### config.mk
export PLATFORM = sky130hd
export DESIGN_NAME = iclock_ctrl_flat
export DESIGN_NICKNAME = d
export VERILOG_FILES = /design/src/rtl/iclock_pkg.sv /design/src/rtl/iclock_ctrl_if.sv /design/src/rtl/mod_counter.sv /design/src/rtl/iclock_ctrl.sv /design/src/flat_wrapper.sv
export SDC_FILE = /design/constraint.sdc
export NUM_CORES = 1
export LEC_CHECK = 0
export CAP_MARGIN = 20
export CORE_UTILIZATION = 31
export DETAILED_ROUTE_END_ITERATION = 10
export PLACE_DENSITY_LB_ADDON = 0.25
export SETUP_SLACK_MARGIN = 0.15
export SYNTH_ARGS = -nofsm -noshare
export SYNTH_HDL_FRONTEND = slang
export SYNTH_SLANG_ARGS = --single-unit
### constraint.sdc
create_clock -name clk -period 9.5 [get_ports clk]
set_clock_uncertainty 0.15 [all_clocks]
set_input_delay 0.95 -clock clk [delete_from_list [all_inputs] [get_ports clk]]
set_output_delay 0.95 -clock clk [all_outputs]
set_load 0.01 [all_outputs]
### src/rtl/iclock_pkg.sv
// ---------------------------------------------------------------
// iclock_pkg : mode encodings, key indices and field limits
// Rev 1.0
// ---------------------------------------------------------------
`default_nettype none

package iclock_pkg;

  typedef enum logic [2:0] {
    RUN       = 3'd0,
    SET_HOUR  = 3'd1,
    SET_MIN   = 3'd2,
    SET_AHOUR = 3'd3,
    SET_AMIN  = 3'd4
  } mode_e;

  localparam int KEY_MODE = 0;
  localparam int KEY_INC  = 1;
  localparam int KEY_DEC  = 2;
  localparam int KEY_ALM  = 3;

  localparam int HOUR_MAX = 23;
  localparam int MIN_MAX  = 59;

  function automatic mode_e next_mode(input mode_e m);
    case (m)
      RUN:       return SET_HOUR;
      SET_HOUR:  return SET_MIN;
      SET_MIN:   return SET_AHOUR;
      SET_AHOUR: return SET_AMIN;
      default:   return RUN;
    endcase
  endfunction

  // [1] hour field blinks, [0] minute field blinks
  function automatic logic [1:0] blink_of(input mode_e m);
    case (m)
      SET_HOUR, SET_AHOUR: return 2'b10;
      SET_MIN,  SET_AMIN:  return 2'b01;
      default:             return 2'b00;
    endcase
  endfunction

endpackage

`default_nettype wire

### src/rtl/iclock_ctrl_if.sv
// ---------------------------------------------------------------
// iclock_ctrl_if : key/tick inputs and time/alarm/display outputs
// Rev 1.0
// ---------------------------------------------------------------
`default_nettype none

interface iclock_ctrl_if;
  import iclock_pkg::*;

  logic [3:0] key_pulse;
  logic       tick_1hz;
  logic [4:0] hour;
  logic [5:0] min;
  logic [5:0] sec;
  logic [4:0] alarm_hour;
  logic [5:0] alarm_min;
  logic       alarm_en;
  mode_e      mode;
  logic [1:0] blink_mask;
  logic       buzz_en;

  modport master (
    output key_pulse, tick_1hz,
    input  hour, min, sec, alarm_hour, alarm_min, alarm_en, mode, blink_mask, buzz_en
  );

  modport slave (
    input  key_pulse, tick_1hz,
    output hour, min, sec, alarm_hour, alarm_min, alarm_en, mode, blink_mask, buzz_en
  );

endinterface

`default_nettype wire

### src/rtl/mod_counter.sv
// ---------------------------------------------------------------
// mod_counter : modulo-(MAX+1) up/down counter with clear and wrap carry
// Rev 1.0
// ---------------------------------------------------------------
`default_nettype none

module mod_counter #(
  parameter int MAX     = 59,
  parameter int W       = 6,
  parameter int RST_VAL = 0
) (
  input  logic         clk,
  input  logic         rst_n,
  input  logic         clr_i,
  input  logic         inc_i,
  input  logic         dec_i,
  output logic [W-1:0] val_o,
  output logic         carry_o
);

  localparam logic [W-1:0] MAX_V = W'(MAX);
  localparam logic [W-1:0] RST_V = W'(RST_VAL);

  logic [W-1:0] val_q;
  logic [W-1:0] val_d;

  always_comb begin
    val_d = val_q;
    if (clr_i)      val_d = '0;
    else if (inc_i) val_d = (val_q == MAX_V) ? '0 : val_q + 1'b1;
    else if (dec_i) val_d = (val_q == '0) ? MAX_V : val_q - 1'b1;
  end

  always_ff @(posedge clk or negedge rst_n) begin
    if (!rst_n) val_q <= RST_V;
    else        val_q <= val_d;
  end

  assign val_o = val_q;
  // Carry ignores clr so a simultaneous clear still propagates the wrap
  assign carry_o = inc_i && (val_q == MAX_V);

endmodule

`default_nettype wire

### src/rtl/iclock_ctrl.sv
// ---------------------------------------------------------------
// iclock_ctrl : iClock mode sequencer, time/alarm counters and buzzer control
// Rev 1.0
// ---------------------------------------------------------------
`default_nettype none

module iclock_ctrl #(
  parameter int ALARM_SECS = 60,
  parameter int RST_AHOUR  = 7,
  parameter int RST_AMIN   = 0
) (
  input  logic        clk,
  input  logic        rst_n,
  iclock_ctrl_if.slave bus
);
  import iclock_pkg::*;

  mode_e      mode_q;
  logic [1:0] blink_q;
  logic       alarm_en_q;
  logic       buzz_en_q;
  logic [7:0] ring_q;

  logic [5:0] sec_w, min_w, amin_w;
  logic [4:0] hour_w, ahour_w;
  logic       sec_carry_w, min_carry_w;
  logic [5:0] next_min_w;
  logic [4:0] next_hour_w;

  wire [3:0] key_w  = bus.key_pulse;
  wire       tick_w = bus.tick_1hz;

  wire count_w    = (mode_q == RUN) || (mode_q == SET_AHOUR) || (mode_q == SET_AMIN);
  wire tick_cnt_w = tick_w && count_w;

  wire min_wrap_w = (min_w == 6'(MIN_MAX));
  assign next_min_w  = min_wrap_w ? 6'd0 : min_w + 6'd1;
  assign next_hour_w = !min_wrap_w ? hour_w :
                       (hour_w == 5'(HOUR_MAX)) ? 5'd0 : hour_w + 5'd1;

  wire trigger_w = tick_w && (mode_q == RUN) && alarm_en_q && !buzz_en_q &&
                   (sec_w == 6'(MIN_MAX)) &&
                   (next_hour_w == ahour_w) && (next_min_w == amin_w);

  // Keys are swallowed while ringing (silencer) and on the trigger cycle
  wire keys_live_w = !buzz_en_q && !trigger_w;
  wire mode_key_w  = keys_live_w && key_w[KEY_MODE];
  wire inc_key_w   = keys_live_w && !key_w[KEY_MODE] && key_w[KEY_INC];
  wire dec_key_w   = keys_live_w && !key_w[KEY_MODE] && !key_w[KEY_INC] && key_w[KEY_DEC];
  wire alm_key_w   = keys_live_w && (key_w[2:0] == 3'b000) && key_w[KEY_ALM];

  mod_counter #(.MAX(MIN_MAX), .W(6), .RST_VAL(0)) u_sec (
    .clk(clk), .rst_n(rst_n),
    .clr_i(mode_key_w && (mode_q == RUN)), .inc_i(tick_cnt_w), .dec_i(1'b0),
    .val_o(sec_w), .carry_o(sec_carry_w)
  );

  mod_counter #(.MAX(MIN_MAX), .W(6), .RST_VAL(0)) u_min (
    .clk(clk), .rst_n(rst_n), .clr_i(1'b0),
    .inc_i(sec_carry_w || (inc_key_w && (mode_q == SET_MIN))),
    .dec_i(dec_key_w && (mode_q == SET_MIN)),
    .val_o(min_w), .carry_o(min_carry_w)
  );

  // Manual minute adjust must not ripple into the hour, hence count_w gating
  mod_counter #(.MAX(HOUR_MAX), .W(5), .RST_VAL(0)) u_hour (
    .clk(clk), .rst_n(rst_n), .clr_i(1'b0),
    .inc_i((min_carry_w && count_w) || (inc_key_w && (mode_q == SET_HOUR))),
    .dec_i(dec_key_w && (mode_q == SET_HOUR)),
    .val_o(hour_w), .carry_o()
  );

  mod_counter #(.MAX(MIN_MAX), .W(6), .RST_VAL(RST_AMIN)) u_amin (
    .clk(clk), .rst_n(rst_n), .clr_i(1'b0),
    .inc_i(inc_key_w && (mode_q == SET_AMIN)),
    .dec_i(dec_key_w && (mode_q == SET_AMIN)),
    .val_o(amin_w), .carry_o()
  );

  mod_counter #(.MAX(HOUR_MAX), .W(5), .RST_VAL(RST_AHOUR)) u_ahour (
    .clk(clk), .rst_n(rst_n), .clr_i(1'b0),
    .inc_i(inc_key_w && (mode_q == SET_AHOUR)),
    .dec_i(dec_key_w && (mode_q == SET_AHOUR)),
    .val_o(ahour_w), .carry_o()
  );

  always_ff @(posedge clk or negedge rst_n) begin
    if (!rst_n) begin
      mode_q     <= RUN;
      blink_q    <= 2'b00;
      alarm_en_q <= 1'b0;
      buzz_en_q  <= 1'b0;
      ring_q     <= 8'd0;
    end else begin
      if (mode_key_w) begin
        mode_q  <= next_mode(mode_q);
        blink_q <= blink_of(next_mode(mode_q));
      end
      if (alm_key_w && (mode_q == RUN))
        alarm_en_q <= !alarm_en_q;
      if (trigger_w) begin
        buzz_en_q <= 1'b1;
        ring_q    <= 8'd0;
      end else if (buzz_en_q) begin
        if (|key_w)
          buzz_en_q <= 1'b0;
        else if (tick_w) begin
          if (ring_q == 8'(ALARM_SECS - 1)) buzz_en_q <= 1'b0;
          else                              ring_q    <= ring_q + 8'd1;
        end
      end
    end
  end

  assign bus.hour       = hour_w;
  assign bus.min        = min_w;
  assign bus.sec        = sec_w;
  assign bus.alarm_hour = ahour_w;
  assign bus.alarm_min  = amin_w;
  assign bus.alarm_en   = alarm_en_q;
  assign bus.mode       = mode_q;
  assign bus.blink_mask = blink_q;
  assign bus.buzz_en    = buzz_en_q;

endmodule

`default_nettype wire

### src/flat_wrapper.sv
// flat-port wrapper written by rule: the top's interface ports become plain ports
module iclock_ctrl_flat import iclock_pkg::*;
#(
  parameter int ALARM_SECS = 60,
  parameter int RST_AHOUR  = 7,
  parameter int RST_AMIN   = 0
)
  (clk, rst_n, bus_key_pulse, bus_tick_1hz, bus_hour, bus_min, bus_sec, bus_alarm_hour, bus_alarm_min, bus_alarm_en, bus_mode, bus_blink_mask, bus_buzz_en);
  iclock_ctrl_if bus_i ();
  input  logic clk;
  input  logic rst_n;
  input wire logic [$bits(bus_i.key_pulse)-1:0] bus_key_pulse;
  input wire logic [$bits(bus_i.tick_1hz)-1:0] bus_tick_1hz;
  output wire logic [$bits(bus_i.hour)-1:0] bus_hour;
  output wire logic [$bits(bus_i.min)-1:0] bus_min;
  output wire logic [$bits(bus_i.sec)-1:0] bus_sec;
  output wire logic [$bits(bus_i.alarm_hour)-1:0] bus_alarm_hour;
  output wire logic [$bits(bus_i.alarm_min)-1:0] bus_alarm_min;
  output wire logic [$bits(bus_i.alarm_en)-1:0] bus_alarm_en;
  output wire logic [$bits(bus_i.mode)-1:0] bus_mode;
  output wire logic [$bits(bus_i.blink_mask)-1:0] bus_blink_mask;
  output wire logic [$bits(bus_i.buzz_en)-1:0] bus_buzz_en;
  assign bus_i.key_pulse = bus_key_pulse;
  assign bus_i.tick_1hz = bus_tick_1hz;
  assign bus_hour = bus_i.hour;
  assign bus_min = bus_i.min;
  assign bus_sec = bus_i.sec;
  assign bus_alarm_hour = bus_i.alarm_hour;
  assign bus_alarm_min = bus_i.alarm_min;
  assign bus_alarm_en = bus_i.alarm_en;
  assign bus_mode = bus_i.mode;
  assign bus_blink_mask = bus_i.blink_mask;
  assign bus_buzz_en = bus_i.buzz_en;
  iclock_ctrl #(.ALARM_SECS(ALARM_SECS), .RST_AHOUR(RST_AHOUR), .RST_AMIN(RST_AMIN)) u_core (.clk(clk), .rst_n(rst_n), .bus(bus_i));
endmodule
# After elaboration in Yosys (flattened, before gate mapping)
# Cells that the tools add are included.
# op_classes
mux	33
n_eq_ne	18
add_sub_neg	10
reduce_logical	54
# op_table
op	count
6-bit 2-to-1 mux	11
5-bit 2-to-1 mux	9
8-bit 2-to-1 mux	5
1-bit logical AND	28
6-bit by 1-bit adder with 6-bit output, second input constant	3
6-bit == test, second input constant	3
2-bit nonzero test	7
3-bit by 2-bit == test with 1-bit output, second input constant	4
6-bit zero test	2
3-bit one-hot mux with 4 select lines	1
6-bit by 1-bit subtractor with 6-bit output, second input constant	2
5-bit by 1-bit adder with 5-bit output, second input constant	2
5-bit == test, second input constant	2
5-bit zero test	2
5-bit by 1-bit subtractor with 5-bit output, second input constant	2
8-bit by 1-bit adder with 8-bit output, second input constant	1
8-bit by 6-bit == test with 1-bit output, second input constant	1
3-bit by 1-bit == test with 1-bit output, second input constant	2
3-bit == test, second input constant	2
6-bit == test	1
3-bit zero test	2
5-bit == test	1
1-bit zero test	5
1-bit 2-to-1 mux	5
7 further kinds	12
# word_totals
regBits	43
input_bits	7
output_inout_bits	35
word_cells	125

# Depth between registers and ports, before layout
# Gate-level depths: netlist of the first run.
# logic_depth
ltp_word	17
mapped_depth	11
mapped_depth_nobuf	10

# Modules after synthesis
# A second synthesis of the first run with hierarchy kept.
# unflattened
cells_unflattened	449
area_unflattened_um2	3789.9
# modules_own_cells
mod	n_inst	cells_per_inst	area_each_um2	seq_area_each_um2
mod_counter at u_core.u_amin ...	3	70	581.8	150.1
iclock_ctrl	1	163	1307.5	350.3
mod_counter at u_core.u_ahour	1	38	370.4	128.9
mod_counter at u_core.u_hour	1	38	366.6	125.1

# Worst setup path before layout of the first run
# No wires, ideal clock.
# synth_path
kind	register to register
start	reg u_core.u_min.val_q[0] (netlist: u_core.u_min.val_o[0])
end	reg u_core.u_amin.val_q[4] (netlist: u_core.u_amin.val_o[4])
synth_period_minus_slack_ps	3172
path_stages_with_launch	10
required_ps	9225
setup_time_ps	125
path_slack_ps	6328
arrival_time_ps	2897
path_buffers	1
cell_sequence	dfrtp_1 ha_1 nand3_2 nor3b_2 mux2_2 o211ai_1 nor3_4 or3_1 buf_6 mux2_4
# synth_between
elab_chain_len	12
word_cells_on_any_way	18
cone_classes	add/sub (1); eq/ne (3); mux (3); reduce/logical (11)
# synth_lines
element	line_no	rtl
from (decl)	mod_counter.sv:24	logic [W-1:0] val_q;
from (signal assigned)	mod_counter.sv:36	else val_q <= val_d;
parallel branches: the longest is 4 deep, another holds 6-bit by 1-bit adder with 6-bit output	n/a	
1-bit logical AND *	iclock_ctrl.sv:43	(next_hour_w == ahour_w) && (next_min_w == amin_w);
1-bit zero test *	iclock_ctrl.sv:46	wire keys_live_w = !buzz_en_q && !trigger_w;
1-bit logical AND *	iclock_ctrl.sv:46	
1-bit logical AND *	iclock_ctrl.sv:48, iclock_ctrl.sv:49	
1-bit logical AND (2 in series)	iclock_ctrl.sv:49	wire dec_key_w = keys_live_w && !key_w[KEY_MODE] && !key_w[KEY_INC] && key_w[KEY_DEC];
1-bit logical AND	iclock_ctrl.sv:76	.dec_i(dec_key_w && (mode_q == SET_AMIN)),
2-bit nonzero test (no line)	n/a	
to (signal assigned)	mod_counter.sv:36	
to (decl)	mod_counter.sv:24	
# Every way passes the cells marked *.
# A chain may end at the register's enable or synchronous reset.

# Worst setup path in the final report of the first run
# Same ends and word-level chain as after synthesis.

==> qor.txt, run 1 <==
Setup-failing EPs final - 0
Antenna violations before repair - 0
Std-Cell Rows - 36
Drt wl/cell - 15.0 um
Async SR Flop Fraction - 1.00
CP Capture Type - flop
Syn. warnings - 0
Chip Height - 103 um
DRC Markers - 0
Unrepaired setup endpoints after global routing - no
Setup TNS - 0 ns
Clk buf depth - 2
Via-to-Cell Ratio - 5.36
Post-detail-place hpwl - 5910 um
Critical path required time - 9.54 ns
Clk sinks - 42
Initial DRC count - 138
Vias - 2880
Commonest non-fill, non-tap cell in the layout - clkdlybuf4s50_1
Hold_buf cts - 0
Crit Path Category - reg2reg
Critical path buffer and inverter count - 0
Die area - 10600 um^2
Slowest-stage cell, CP - dfrtp_1
Static leakage - 1.48 nW
Placer Congestion - 0.831
Achievable Freq - 0.270 GHz
Post-synth EDFFs - 0
Count of different cell masters after synthesis - 62
Top_reg_cell synth - dfrtp_1
Kind of start point of the critical path - flop
Cell area after synthesis - 3160 um^2
Relative slew margins - 0.352
Clock Pin Slew Worst Setup and Hold Paths - 0.09 ns
PortBufs - 41
Max Cap Viol - 0
Resize count post-CTS - 0
PwrDens - 284 nW/um^2
Worst path cell trace - ha_1 > nand3_2 > nor3b_2 > mux2i_1 > nor4_2 > o211ai_1 > nor3_4 > or3_1 > mux2_4
CTS tree - yes
Post-Synthesis Net Count - 392
Layout Nets - 422
Vias in the first global route - 2677
Grt ovf - 0
Syn_area_per_cell - 8.47 um^2
DR pass1 iterations - 4
Worst Path Max Fanout - 18
Cts bufs inserted - 5
First-pass GRT wire length - 13500 um
Root Buffer - clkbuf_8
Initial Util - 0.322
Top delay family on crit path - simple AND/OR/NAND/NOR gates
Worst Tran Pin Value - 0.972 ns
Seq/Total Area, Yosys - 0.334
Final Max Slew Viols - 0
Worst-Skew Late Latency - 0.30 ns
Core Area - 9820 um^2
Area grow syn2layout - 18.8%
Setup Fix Bufs, Post-CTS - 0
Synthesized flop and latch total - 42
Routed wire length - 8040 um
GRT Total Usage - 0.162
Largest net degree at the start of global routing - 43
Layout cell share with drive strength beyond 1 - 0.0693
Antenna-violating nets left - 0
Fin. Hold Viols - 0
CTS HTree Levels - 2
Arr. time, crit path - 3.74 ns
Worst vdd ir - 0.000111 V
Outcome - finished clean
Crit-path max cell delay - 0.55 ns
Post-Syn Instances - 373
Hold Crit Class - reg2reg
Hold WS - 0.352 ns
Tmin final - 3.70 ns
Commonest cells after routing, fill and taps aside - 40 x clkdlybuf4s50_1, 39 x dfrtp_1, 37 x nor2_1
# diodes - 0
Tcrit/Tclk final - 0.390
Finished Core Util - 0.382
DIE WIDTH - 103 um
Ports - 42
[synth_stat cells (all sizes together) (5+ instances only)]
cell / number / area share
dfrtp: 39 / 0.31
nor2: 37 / 0.044
nand2: 30 / 0.036
a21oi: 24 / 0.038
o21ai: 24 / 0.039
inv: 18 / 0.021
nand3: 14 / 0.024
nor3: 14 / 0.026
ha: 12 / 0.048
clkbuf: 11 / 0.013
xnor2: 11 / 0.030
xor2: 11 / 0.030
o211ai: 9 / 0.021
buf: 8 / 0.017
mux2i: 8 / 0.025
or3: 8 / 0.016
nand4: 7 / 0.014
a31oi: 6 / 0.012
and3: 6 / 0.012
nand2b: 6 / 0.012
o41ai: 6 / 0.017
mux2: 5 / 0.019
nor4: 5 / 0.012
[logic make-up (layout without fill, tap and decap cells)]
group	Yosys count	in the layout	share of synthesized area
adder cells (fa/ha/maj)	12	12	0.0475
multiplexers	13	13	0.0444
AND/OR/NAND/NOR	148	148	0.249
AO/OA/AOI/OAI	99	99	0.213
buffers and inverters	37	68	0.0515
XOR/XNOR	22	22	0.0610
flip-flops	42	42	0.334
[per-stage QoR]
stage                     total power [mW]  instances  instance area (um^2)  worst slack [ns]
after global placement               0.917        529                  3640              5.58
after global routing                  1.16        537                  3750              5.45
after floorplan                      0.716        373                  3160              6.33
after detailed placement             0.924        529                  3640              5.49
final                                 1.07        537                  3750              5.80
after CTS                             1.07        537                  3750              5.75
[registers in the layout (all words and copies together), names as in the netlist]
name / flops
u_core.u_ahour.val_o: 5
u_core.bus.mode: 3
u_core.u_amin.val_o: 6
u_core.bus.alarm_en: 1
u_core.bus.buzz_en: 1
u_core.bus.blink_mask: 1
u_core.u_sec.val_o: 6
u_core.ring_q: 8
u_core.u_hour.val_o: 5
u_core.u_min.val_o: 6
[per-layer routing]
layer | up-vias | GRT usage | wire, um
met5 | - | 0 | 0
met4 | 0 | 0.0444 | 115
met3 | 14 | 0.0203 | 249
met2 | 58 | 0.261 | 3790
met1 | 1369 | 0.228 | 3890
li1 | 1439 | - | -
[cell type report]
class / count / area (um^2)
multi-input combinational: 294 / 1940
inverter: 18 / 67.6
tap: 133 / 166
clock buffer: 6 / 72.6
sequential: 42 / 1050
clock inverter: 2 / 37.5
fill: 1024 / 6070
timing repair buffer: 42 / 413
[power breakdown]
group	switching [mW]	internal, mW	leakage [nW]	total, mW
registers	0.148	0.238	0.530	0.385
clock network	0.0647	0.0785	0.0514	0.143
logic	0.272	0.267	0.902	0.539
total	0.484	0.583	1.48	1.07
[worst paths after layout]
path                            depth (start not counted)                   from  slack [ns]                      to
worst min-delay path                                    1  u_core.u_sec.val_o[5]        0.35   u_core.u_sec.val_o[5]
worst min register to register                          1  u_core.u_sec.val_o[5]        0.35   u_core.u_sec.val_o[5]
max in group asynchronous                               1                  rst_n        7.94  u_core.u_amin.val_o[1]
min in group asynchronous                               1                  rst_n        0.65  u_core.u_hour.val_o[4]
worst max-delay path                                    9  u_core.u_min.val_o[0]        5.80  u_core.u_amin.val_o[4]
worst max register to register                          9  u_core.u_min.val_o[0]        5.80  u_core.u_amin.val_o[4]
Power figures use the tool's default switching activity.
==> run 2: changes to the inputs <==
==> constraint.sdc (replaced) <==
create_clock -name clk -period 3.5 [get_ports clk]
set_clock_uncertainty 0.15 [all_clocks]
set_input_delay 0.35 -clock clk [delete_from_list [all_inputs] [get_ports clk]]
set_output_delay 0.35 -clock clk [all_outputs]
set_load 0.01 [all_outputs]
==> run 2 against run 1 <==
Critical path depth unchanged. Highest routed layer unchanged. Combinational power rose to 2.9 times the previous value. Worst hold slack better by 0.0099 ns. Final cell count increased by 2.4%. Global-route usage up 0.33 points. Setup slack got worse by 5.5 ns. Critical endpoint is now u_core.bus.mode[0]. Largest cell class unchanged. Core utilization up 1.3 points.
==> qor.txt, run 2 (synthesis results as in run 1) <==
DR pass1 iterations - 4 (unchanged)
CP endpoint - u_core.bus.mode[0]
Hold Crit Class - reg2reg
Worst r2r src - u_core.u_hour.val_o[0]
Largest Register - u_core.ring_q
Outcome - finished clean
Setup TNS - 0 ns (unchanged)
Worst hold stages - 1 (unchanged)
Placer Congestion - 0.842 (+1.3%)
Beginning of the critical path - u_core.u_hour.val_o[0]
Top delay family on crit path - simple AND/OR/NAND/NOR gates
CP dominant cell by count - or3_1
First-pass GRT wire length - 13800 um (+2.7%)
CTS tree - yes
# diodes - 0 (unchanged)
Vias in the first global route - 2762 (+3.2%)
PwrDens - 767 nW/um^2 (+170%)
Cts bufs inserted - 5 (unchanged)
PortBufs - 41 (unchanged)
Cell area after layout - 3880 um^2 (+3.4%)
Chip Height - 103 um (unchanged)
Core Area - 9820 um^2 (unchanged)
Worst path cell trace - ha_1 > nand2_1 > or3_1 > or3_1 > a211oi_1 > nor2_1 > nor3_4 > or3_1 > mux2_1
Drt wl/cell - 15.0 um (about the same)
Unrepaired setup endpoints after global routing - no
Fin. Hold Viols - 0 (unchanged)
Antenna violations before repair - 0 (unchanged)
Flop-to-flop setup slack - 0.34 ns (-5.45 ns)
Clk buf depth - 2 (unchanged)
Kind of start point of the critical path - flop
Grt ovf - 0 (unchanged)
Tmin final - 3.16 ns (-0.545 ns)
Layout cell share with drive strength beyond 1 - 0.103 (+0.0338)
WP depth - 9 (unchanged)
Routed wire length - 8240 um (+2.4%)
Max reg flops - 8 (unchanged)
Initial Util - 0.322 (unchanged)
Setup-failing EPs final - 0 (unchanged)
Die area - 10600 um^2 (unchanged)
Worst r2r path cells - 9 (unchanged)
Commonest non-fill, non-tap cell in the layout - clkdlybuf4s50_1
Root Buffer - clkbuf_8
Antenna-violating nets left - 0 (unchanged)
Area grow syn2layout - 22.9%
CTS HTree Levels - 2 (unchanged)
Hold WS - 0.361 ns (+0.00993 ns)
Arr. time, crit path - 3.20 ns (-0.54 ns)
Worst-Skew Late Latency - 0.30 ns (about the same)
DRC Markers - 0 (unchanged)
Achievable Freq - 0.317 GHz (+17%)
Final Max Slew Viols - 0 (unchanged)
Worst vdd ir - 0.000218 V (+96%)
Post-detail-place hpwl - 6040 um (+2.2%)
Crit-path max cell delay - 0.50 ns (-0.05 ns)
Worst Tran Pin Value - 0.770 ns (-0.202 ns)
Slowest-stage cell, CP - dfrtp_1
Crit Path Category - reg2reg
DIE WIDTH - 103 um (unchanged)
Clock Pin Slew Worst Setup and Hold Paths - 0.09 ns (about the same)
Ports - 42 (unchanged)
CP Capture Type - flop
Relative slew margins - 0.481 (+0.129)
Critical path required time - 3.54 ns (-6.00 ns)
Initial DRC count - 117 (-15%)
Static leakage - 1.56 nW (+5.4%)
Worst Path Max Fanout - 10 (-8)
Layout Nets - 435 (+3.1%)
Commonest cells after routing, fill and taps aside - 40 x clkdlybuf4s50_1, 39 x dfrtp_1, 37 x nor2_1
Via-to-Cell Ratio - 5.35 (-0.23%)
Critical path buffer and inverter count - 0 (unchanged)
Std-Cell Rows - 36 (unchanged)
Tcrit/Tclk final - 0.902 (+0.512)
DP Area - 3710 um^2 (+1.9%)
GRT Total Usage - 0.165 (+0.00334)
R2R Path End - u_core.bus.mode[0]
# fillers - 1044 (+2.0%)
Max Cap Viol - 0 (unchanged)
Largest net degree at the start of global routing - 43 (unchanged)
Vias - 2943 (+2.2%)
Clk sinks - 42 (unchanged)
## run 2: cell types whose count changed in the layout (fill, tap and decap cells not counted), sizes merged
cell	previous run	this run
clkbuf	6	5
inv	18	19
clkinvlp	1	0
dlygate4sd3	0	1
buf	2	14
clkinv	0	1
## run 2: what timing repair did
item	4_1_cts	5_1_grt
hold endpoints to repair	0	16
resized for setup	0	3
setup buffers	0	2
hold buffers	0	1
endpoints found under the setup margin	0	9
## run 2: how the worst min path moves through the flow
stage,from,to
final,u_core.u_sec.val_o[5],u_core.u_sec.val_o[5]
after global routing,u_core.bus.alarm_en,u_core.bus.alarm_en
after CTS,rst_n,u_core.ring_q[0]
after detailed placement,u_core.u_sec.val_o[5],u_core.u_sec.val_o[5]
after global placement,u_core.u_sec.val_o[5],u_core.u_sec.val_o[5]
after floorplan,rst_n,u_core.bus.alarm_en
## run 2: layer usage
metal  GRT usage  share of wire  routed length (um)
met4      0.0358         0.0089                  73
met1       0.230           0.47                3910
met5           0              0                   0
met3      0.0210          0.034                 278
met2       0.272           0.48                3970
## run 2: area by class of cell
cell class	instances	area (um^2)	share of cell area
Sequential cell	42	1050	0.272
Clock inverter	3	43.8	0.0113
Clock buffer	5	68.8	0.0177
Inverter	18	67.6	0.0174
Multi-Input combinational cell	294	1960	0.504
Timing Repair Buffer	55	526	0.135
Tap cell	133	166	0.0429
## run 2: worst register-to-register path, stage by stage (launching register included)
cell and delay, ns:
dfrtp_1 0.50, ha_1 0.30, nand2_1 0.09, or3_1 0.35
or3_1 0.32, a211oi_1 0.27, nor2_1 0.14, nor3_4 0.33
or3_1 0.25, mux2_1 0.34
## run 2: through the flow
step / worst slack [ns] / cells / power (mW) / util
final: 0.343 / 550 / 2.98 / 0.395
after global routing: 0.168 / 550 / 3.23 / 0.395
after CTS: 0.262 / 546 / 2.98 / 0.389
after detailed placement: 0.298 / 538 / 2.57 / 0.378
after global placement: 0.366 / 538 / 2.56 / 0.378
after floorplan: 0.328 / 373 / 1.94 / -
## run 2: report_power, final
group          internal [mW]  switching, mW  leakage [nW]
Clock                  0.214          0.192        0.0585
Sequential             0.646          0.337         0.530
Combinational          0.772          0.815         0.975
Total                   1.63           1.35          1.56
